### config.mk
export PLATFORM = sky130hd
export DESIGN_NAME = axi_interconnect_crossbar_sreq_arbit
export DESIGN_NICKNAME = d
export VERILOG_FILES = /design/src/rtl/axi_interconnect_crossbar_sreq_arbit.sv
export SDC_FILE = /design/constraint.sdc
export NUM_CORES = 1
export LEC_CHECK = 0
export ABC_AREA = 0
export CAP_MARGIN = 20
export CORE_AREA = 8 8 97 121
export DETAILED_ROUTE_END_ITERATION = 10
export DIE_AREA = 0 0 105 129
export PLACE_DENSITY_LB_ADDON = 0.15
export SLEW_MARGIN = 15
export SYNTH_ARGS = -nofsm -noshare
export SYNTH_HDL_FRONTEND = slang
export SYNTH_SLANG_ARGS = --single-unit
export TNS_END_PERCENT = 1
### constraint.sdc
create_clock -name clk_sys -period 2.28 [get_ports clk_sys]
set_input_delay 0.456 -clock clk_sys [delete_from_list [all_inputs] [get_ports clk_sys]]
set_output_delay 0.456 -clock clk_sys [all_outputs]
set_load 0.02 [all_outputs]
### src/rtl/axi_interconnect_crossbar_sreq_arbit.sv
// ============================================================================
// Module   : axi_interconnect_crossbar_sreq_arbit
// Purpose  : Request-side arbiter for one slave port of the AXI crossbar.
//            Shares the slave's AR or AW address channel between NUM_MASTER
//            requesters. Each accepted request goes through a registered
//            output stage. In the same cycle its routing tag is pushed into
//            the slave's response-ordering queue. In-flight transactions are
//            limited to NUM_OUTSTANDING.
// Config   : define AXI_IC_SREQ_FIXED_PRIO_EN for fixed priority, where the
//            lowest master index wins. Left undefined (the default), the
//            arbiter is round-robin.
// Ports    : clk_sys, rst_n       - clock, asynchronous active-low reset
//            m_req_info/id/valid  - packed per-master request channels (in)
//            m_req_ready          - one-hot grant to masters (out)
//            s_req_info/id/valid  - registered request to slave (out)
//            s_req_ready          - slave accept (in)
//            req_wren, req_id     - response-ordering queue push {onehot, ID}
//            resp_done            - one pulse per completed transaction (in)
//            outstanding_cnt      - current in-flight count (out)
// Revision : 1.0 - initial release
// ============================================================================
`default_nettype none

module axi_interconnect_crossbar_sreq_arbit #(
    parameter int NUM_MASTER        = 2,
    parameter int WIDTH_ID          = 4,
    parameter int WIDTH_REQINFO     = 64,
    parameter int NUM_OUTSTANDING   = 4,
    parameter int WIDTH_OUTSTANDING = $clog2(NUM_OUTSTANDING),
    parameter int U_DLY             = 1
) (
    input  logic                              clk_sys,
    input  logic                              rst_n,
    input  logic [NUM_MASTER*WIDTH_REQINFO-1:0] m_req_info,
    input  logic [NUM_MASTER*WIDTH_ID-1:0]    m_req_id,
    input  logic [NUM_MASTER-1:0]             m_req_valid,
    output logic [NUM_MASTER-1:0]             m_req_ready,
    output logic [WIDTH_REQINFO-1:0]          s_req_info,
    output logic [WIDTH_ID-1:0]               s_req_id,
    output logic                              s_req_valid,
    input  logic                              s_req_ready,
    output logic                              req_wren,
    output logic [NUM_MASTER+WIDTH_ID-1:0]    req_id,
    input  logic                              resp_done,
    output logic [WIDTH_OUTSTANDING:0]        outstanding_cnt
);

    localparam int c_WG = (NUM_MASTER > 1) ? $clog2(NUM_MASTER) : 1;
    localparam int c_WC = WIDTH_OUTSTANDING + 1;
    localparam logic [c_WC-1:0] c_CNT_ONE = c_WC'(1);
    localparam logic [c_WC-1:0] c_CNT_MAX = c_WC'(NUM_OUTSTANDING);

    typedef enum logic [0:0] {
        ST_IDLE = 1'b0,
        ST_SEND = 1'b1
    } state_t;

    // Registers update with zero delay. U_DLY only takes part in this
    // parameter range check; out-of-range configurations are unsupported.
    generate
        if (NUM_MASTER < 1 || NUM_MASTER > 4 || NUM_OUTSTANDING < 1 ||
            NUM_OUTSTANDING > 16 || WIDTH_ID < 1 || U_DLY < 0) begin : g_param_unsupported
        end
    endgenerate

    state_t                       state_q, state_d;
    logic [c_WC-1:0]              cnt_q, cnt_d;
    logic [WIDTH_REQINFO-1:0]     s_info_q;
    logic [WIDTH_ID-1:0]          s_id_q;
    logic                         req_wren_q;
    logic [NUM_MASTER+WIDTH_ID-1:0] req_id_q;

    logic [c_WG-1:0]              w_win_idx;
    logic                         w_win_found;
    logic [NUM_MASTER-1:0]        w_win_oh;
    logic [WIDTH_REQINFO-1:0]     w_sel_info;
    logic [WIDTH_ID-1:0]          w_sel_id;
    logic                         w_credit_ok;
    logic                         w_grant;
    logic                         w_dec;

    // ------------------------------------------------------------------
    // Winner selection
    // ------------------------------------------------------------------
`ifdef AXI_IC_SREQ_FIXED_PRIO_EN
    // Scan from the highest index down so that the lowest valid index is
    // the last one written and therefore wins.
    always_comb begin
        w_win_idx   = '0;
        w_win_found = 1'b0;
        for (int i = NUM_MASTER - 1; i >= 0; i--) begin
            if (m_req_valid[i[c_WG-1:0]]) begin
                w_win_idx   = i[c_WG-1:0];
                w_win_found = 1'b1;
            end
        end
    end
`else
    logic [c_WG-1:0] last_grant_q;

    // The search starts one past the previous winner. Because
    // last_grant_q resets to NUM_MASTER-1, master 0 is first after reset.
    always_comb begin
        int idx;
        idx         = 0;
        w_win_idx   = '0;
        w_win_found = 1'b0;
        for (int k = 1; k <= NUM_MASTER; k++) begin
            idx = (int'(last_grant_q) + k) % NUM_MASTER;
            if (!w_win_found && m_req_valid[idx[c_WG-1:0]]) begin
                w_win_idx   = idx[c_WG-1:0];
                w_win_found = 1'b1;
            end
        end
    end

    always_ff @(posedge clk_sys or negedge rst_n) begin
        if (!rst_n) begin
            last_grant_q <= c_WG'(NUM_MASTER - 1);
        end else if (w_grant) begin
            last_grant_q <= w_win_idx;
        end
    end
`endif

    // One-hot of the winner and the payload/ID mux for its slice.
    always_comb begin
        w_win_oh   = '0;
        w_sel_info = '0;
        w_sel_id   = '0;
        for (int i = 0; i < NUM_MASTER; i++) begin
            if (w_win_idx == i[c_WG-1:0]) begin
                w_win_oh[i] = 1'b1;
                w_sel_info  = m_req_info[i*WIDTH_REQINFO +: WIDTH_REQINFO];
                w_sel_id    = m_req_id[i*WIDTH_ID +: WIDTH_ID];
            end
        end
    end

    // Credit is judged on the registered count. A resp_done in this cycle
    // therefore frees a slot only from the next cycle on. rst_n gates the
    // grant so that m_req_ready stays low while reset is held.
    assign w_credit_ok = (cnt_q < c_CNT_MAX);
    assign w_grant     = rst_n && (state_q == ST_IDLE) && w_credit_ok && w_win_found;
    assign m_req_ready = w_grant ? w_win_oh : '0;

    // ------------------------------------------------------------------
    // FSM
    // ------------------------------------------------------------------
    always_ff @(posedge clk_sys or negedge rst_n) begin
        if (!rst_n) begin
            state_q <= ST_IDLE;
        end else begin
            state_q <= state_d;
        end
    end

    always_comb begin
        state_d = state_q;
        case (state_q)
            ST_IDLE: if (w_grant)     state_d = ST_SEND;
            ST_SEND: if (s_req_ready) state_d = ST_IDLE;
            default:                  state_d = ST_IDLE;
        endcase
    end

    // ------------------------------------------------------------------
    // Outstanding counter: a resp_done at zero is dropped, so the count
    // saturates at 0. The grant gate keeps the count from passing the limit.
    // ------------------------------------------------------------------
    assign w_dec = resp_done && (cnt_q != '0);

    always_comb begin
        cnt_d = cnt_q;
        case ({w_grant, w_dec})
            2'b10:   cnt_d = cnt_q + c_CNT_ONE;
            2'b01:   cnt_d = cnt_q - c_CNT_ONE;
            default: cnt_d = cnt_q;
        endcase
    end

    // ------------------------------------------------------------------
    // Output register and queue push. The payload is sampled only in the
    // grant cycle and then held for the whole SEND phase. req_wren rises
    // together with s_req_valid, so the queue entry exists before the
    // slave can answer.
    // ------------------------------------------------------------------
    always_ff @(posedge clk_sys or negedge rst_n) begin
        if (!rst_n) begin
            s_info_q   <= '0;
            s_id_q     <= '0;
            req_wren_q <= 1'b0;
            req_id_q   <= '0;
            cnt_q      <= '0;
        end else begin
            req_wren_q <= w_grant;
            cnt_q      <= cnt_d;
            if (w_grant) begin
                s_info_q <= w_sel_info;
                s_id_q   <= w_sel_id;
                req_id_q <= {w_win_oh, w_sel_id};
            end
        end
    end

    assign s_req_valid     = (state_q == ST_SEND);
    assign s_req_info      = s_info_q;
    assign s_req_id        = s_id_q;
    assign req_wren        = req_wren_q;
    assign req_id          = req_id_q;
    assign outstanding_cnt = cnt_q;

endmodule

`default_nettype wire

==> results.txt <==
Total grt overflow: 0
Hpwl dp: 9.37 mm
Most frequent cell after synthesis: dfrtp_1
DRT iter0 DRCs: 201
Post-Syn Nets: 492
Leakage: 2.57 nW
Cell-internal power: 4.88 mW
Placed cell areas: 0.00587 mm²
Initial core utilization: 36.3%
Gate power share: 50.9%
Initial antenna violation count: 1
DR WL/cell: 19.9 µm
Synth top area share: 52.6%
Post-Syn Area: 0.00357 mm²
Synth Instances: 348
Maximum clock rate: 474 MHz
Post-synthesis sequential area ratio: 53.3%
Crit path cell chain: or3b_2 -> nor3b_2 -> clkbuf_2
Io pins: 223
Clock Power Share: 18.7%
Worst VDD drop: 0.637 mV
Clk slew on worst S/H paths: 0.05 ns
Most used DFF post-synth: dfrtp_1
Vias post-DR: 3686
Worst slew pin tran: 0.964 ns
Largest net degree at the start of global routing: 77
Worst hold slack: 0.483 ns
Die area: 0.0135 mm²
Crit Path Category: flip-flop to output pin
Global-route wire length before repair: 21.5 mm
CTS tree: built
Hold Path Class: flip-flop to flip-flop
Routed vias/inst: 5.35
H-tree lvl count: 3
Synth warn: 0
Layout cells sized above 1: 7.36%
Fin area: 0.00617 mm²
Final Core Density: 62.7%
Placer Congestion: 0.770
Std cell rows: 41
Post-CTS Hold Fix Bufs: 0
Post-synthesis area per instance: 10.3 µm²
Post-CTS Setup Repair Bufs: 0
Buffers added on ports: 222
Core Region: 0.00985 mm²
Clk sink count: 76
Synth Register Bits: 76
RSZ-0062 raised after global routing: false
All-Layer GR Usage: 19.8%
Worst-Skew Late Latency: 0.34 ns
Max Fanout on Critical Path: 2
Final hold vios: 0
DRT Wirelength: 13.7 mm
Tcrit/Tclk final: 92.6%
Setup Skew: 0.00720 ns
Sequential share of power: 30.4%
CP max stage cell: or3b_2
Post-synth EDFFs: 0
WP data required: 1.82 ns
Largest delay share family, worst path: simple AND/OR/NAND/NOR gates
Worst rel slew slack: 35.7%
Max-cap violations: 0
Pwr dens: 1250 mW/mm²
Top cells by area, synth: dfrtp_1 53%, a221o_1 19%, nor3_1 9.5%
Final min period: 2.11 ns
Vias in the first global route: 3867
Ys async rst share: 100%
Worst Path Buf+Inv: 1
Maximum root-to-sink buffer count: 2
Critical Path End Type: output pin
Die width: 105 µm
DRT Pass-1 Iters: 4
Outcome: finished clean
CP startpoint kind: flip-flop
Final setup violation count: 0
P&R area growth vs syn: 72.8%
DRC errors left: 0
Post-synth top cells: 75 x dfrtp_1, 69 x nand2_1, 68 x a221o_1, 68 x nor3_1, 19 x clkbuf_1
Overall Power: 7.74 mW
Crit path largest cell delay: 0.49 ns
Sw Share: 37.0%
Routed Antenna Nets: 0
Post-synth cell types: 26
Die extent in y: 129 µm
Nets@finish: 697
Total CTS buffers: 9
Reported net switching power: 2.86 mW
Count of final max-slew check failures: 0
Clock root cell: clkbuf_16
Cell type with the largest total area after synthesis: dfrtp_1
Worst EP arrival: 1.66 ns
## power groups by stage
| stage | sequential (mW) | clock, mW | combinational [mW] |
|---|---|---|---|
| floorplan | 3.08 | 0 | 1.30 |
| global placement | 2.34 | 0 | 3.94 |
| detailed placement | 2.36 | 0 | 3.98 |
| CTS | 2.35 | 1.47 | 3.98 |
| global route | 2.43 | 1.53 | 4.18 |
| finish | 2.35 | 1.45 | 3.94 |
## what timing repair did
action / in CTS / in global routing
gates cloned: 0 / 0
setup endpoints to repair: 2 / 2
resized for setup: 3 / 3
endpoints found under the hold margin: 0 / 0
## final timing paths
kind	startpoint	to	depth (start not counted)	slack, ns
worst max register to register	outstanding_cnt[2]$_DFFE_PN0P_	s_req_info[36]$_DFFE_PN0P_	5	0.24
worst min register to register	req_id[5]$_DFFE_PN0P_	req_id[5]$_DFFE_PN0P_	1	0.48
min in group asynchronous	rst_n	s_req_info[22]$_DFFE_PN0P_	3	0.49
worst max-delay path	outstanding_cnt[2]$_DFFE_PN0P_	m_req_ready[0]	3	0.17
max in group asynchronous	rst_n	s_req_info[48]$_DFFE_PN0P_	3	1.19
worst min-delay path	req_id[5]$_DFFE_PN0P_	req_id[5]$_DFFE_PN0P_	1	0.48
## final cells by class
cell class | instances | area [µm²]
antenna | 3 | 7.51
clock buffer | 11 | 253
clock inverter | 4 | 48.8
fill | 838 | 3680
inverter | 5 | 18.8
multi-input combinational | 223 | 1460
sequential | 76 | 1900
tap | 129 | 161
timing repair buffer | 238 | 2320
## layer usage
| metal | global-route usage (%) | wire length [µm] | up-vias |
|---|---|---|---|
| met5 | 0 | 0 | - |
| met4 | 6.48 | 180 | 0 |
| met3 | 8.05 | 1340 | 9 |
| met2 | 31.6 | 6660 | 175 |
| met1 | 23.9 | 5540 | 1794 |
| li1 | - | - | 1708 |
## worst register-to-register path, stage by stage (launching register included)
cell	delay (ns)
dfrtp_1	0.37
buf_4	0.15
nor3b_1	0.27
and3_2	0.24
buf_4	0.62
a221o_1	0.32
## logic make-up (layout without fill, tap and decap cells)
family / count (synthesis) / after routing / synth area share, %
AO/OA/AOI/OAI: 74 / 74 / 20.2
AND/OR/NAND/NOR: 143 / 143 / 18.0
other: 0 / 3 / 0
XOR/XNOR: 3 / 3 / 0.736
buffers and inverters: 49 / 258 / 6.52
flip-flops: 76 / 76 / 53.3
multiplexers: 1 / 1 / 0.280
adder cells (fa/ha/maj): 2 / 2 / 0.911
## sequential cells by signal, summed over array words and instances (netlist names)
signal	flops
last_grant_q	1
outstanding_cnt	3
req_id	3
req_wren	1
s_req_id	3
s_req_info	64
s_req_valid	1
## stage by stage
stage | setup slack, ns | instances | setup TNS (ns)
after global routing | 0.0956 | 688 | 0
after floorplan | 0.183 | 348 | 0
final | 0.169 | 689 | 0
after CTS | 0.0152 | 686 | 0
after detailed placement | -0.110 | 671 | -0.816
after global placement | -0.109 | 671 | -0.155
## cell usage in the layout, fill, tap and decap left out, types with 2 or more instances in the layout
cell	instances
a221o_1	68
a21o_1	3
nand2_1	69
buf_4	17
clkbuf_2	2
nor3_1	68
clkbuf_16	9
diode_2	3
clkbuf_8	2
dfrtp_1	75
clkinv_2	2
inv_1	5
clkdlybuf4s50_1	218
xor2_1	2
No activity file was read; power rests on OpenSTA's default activity.
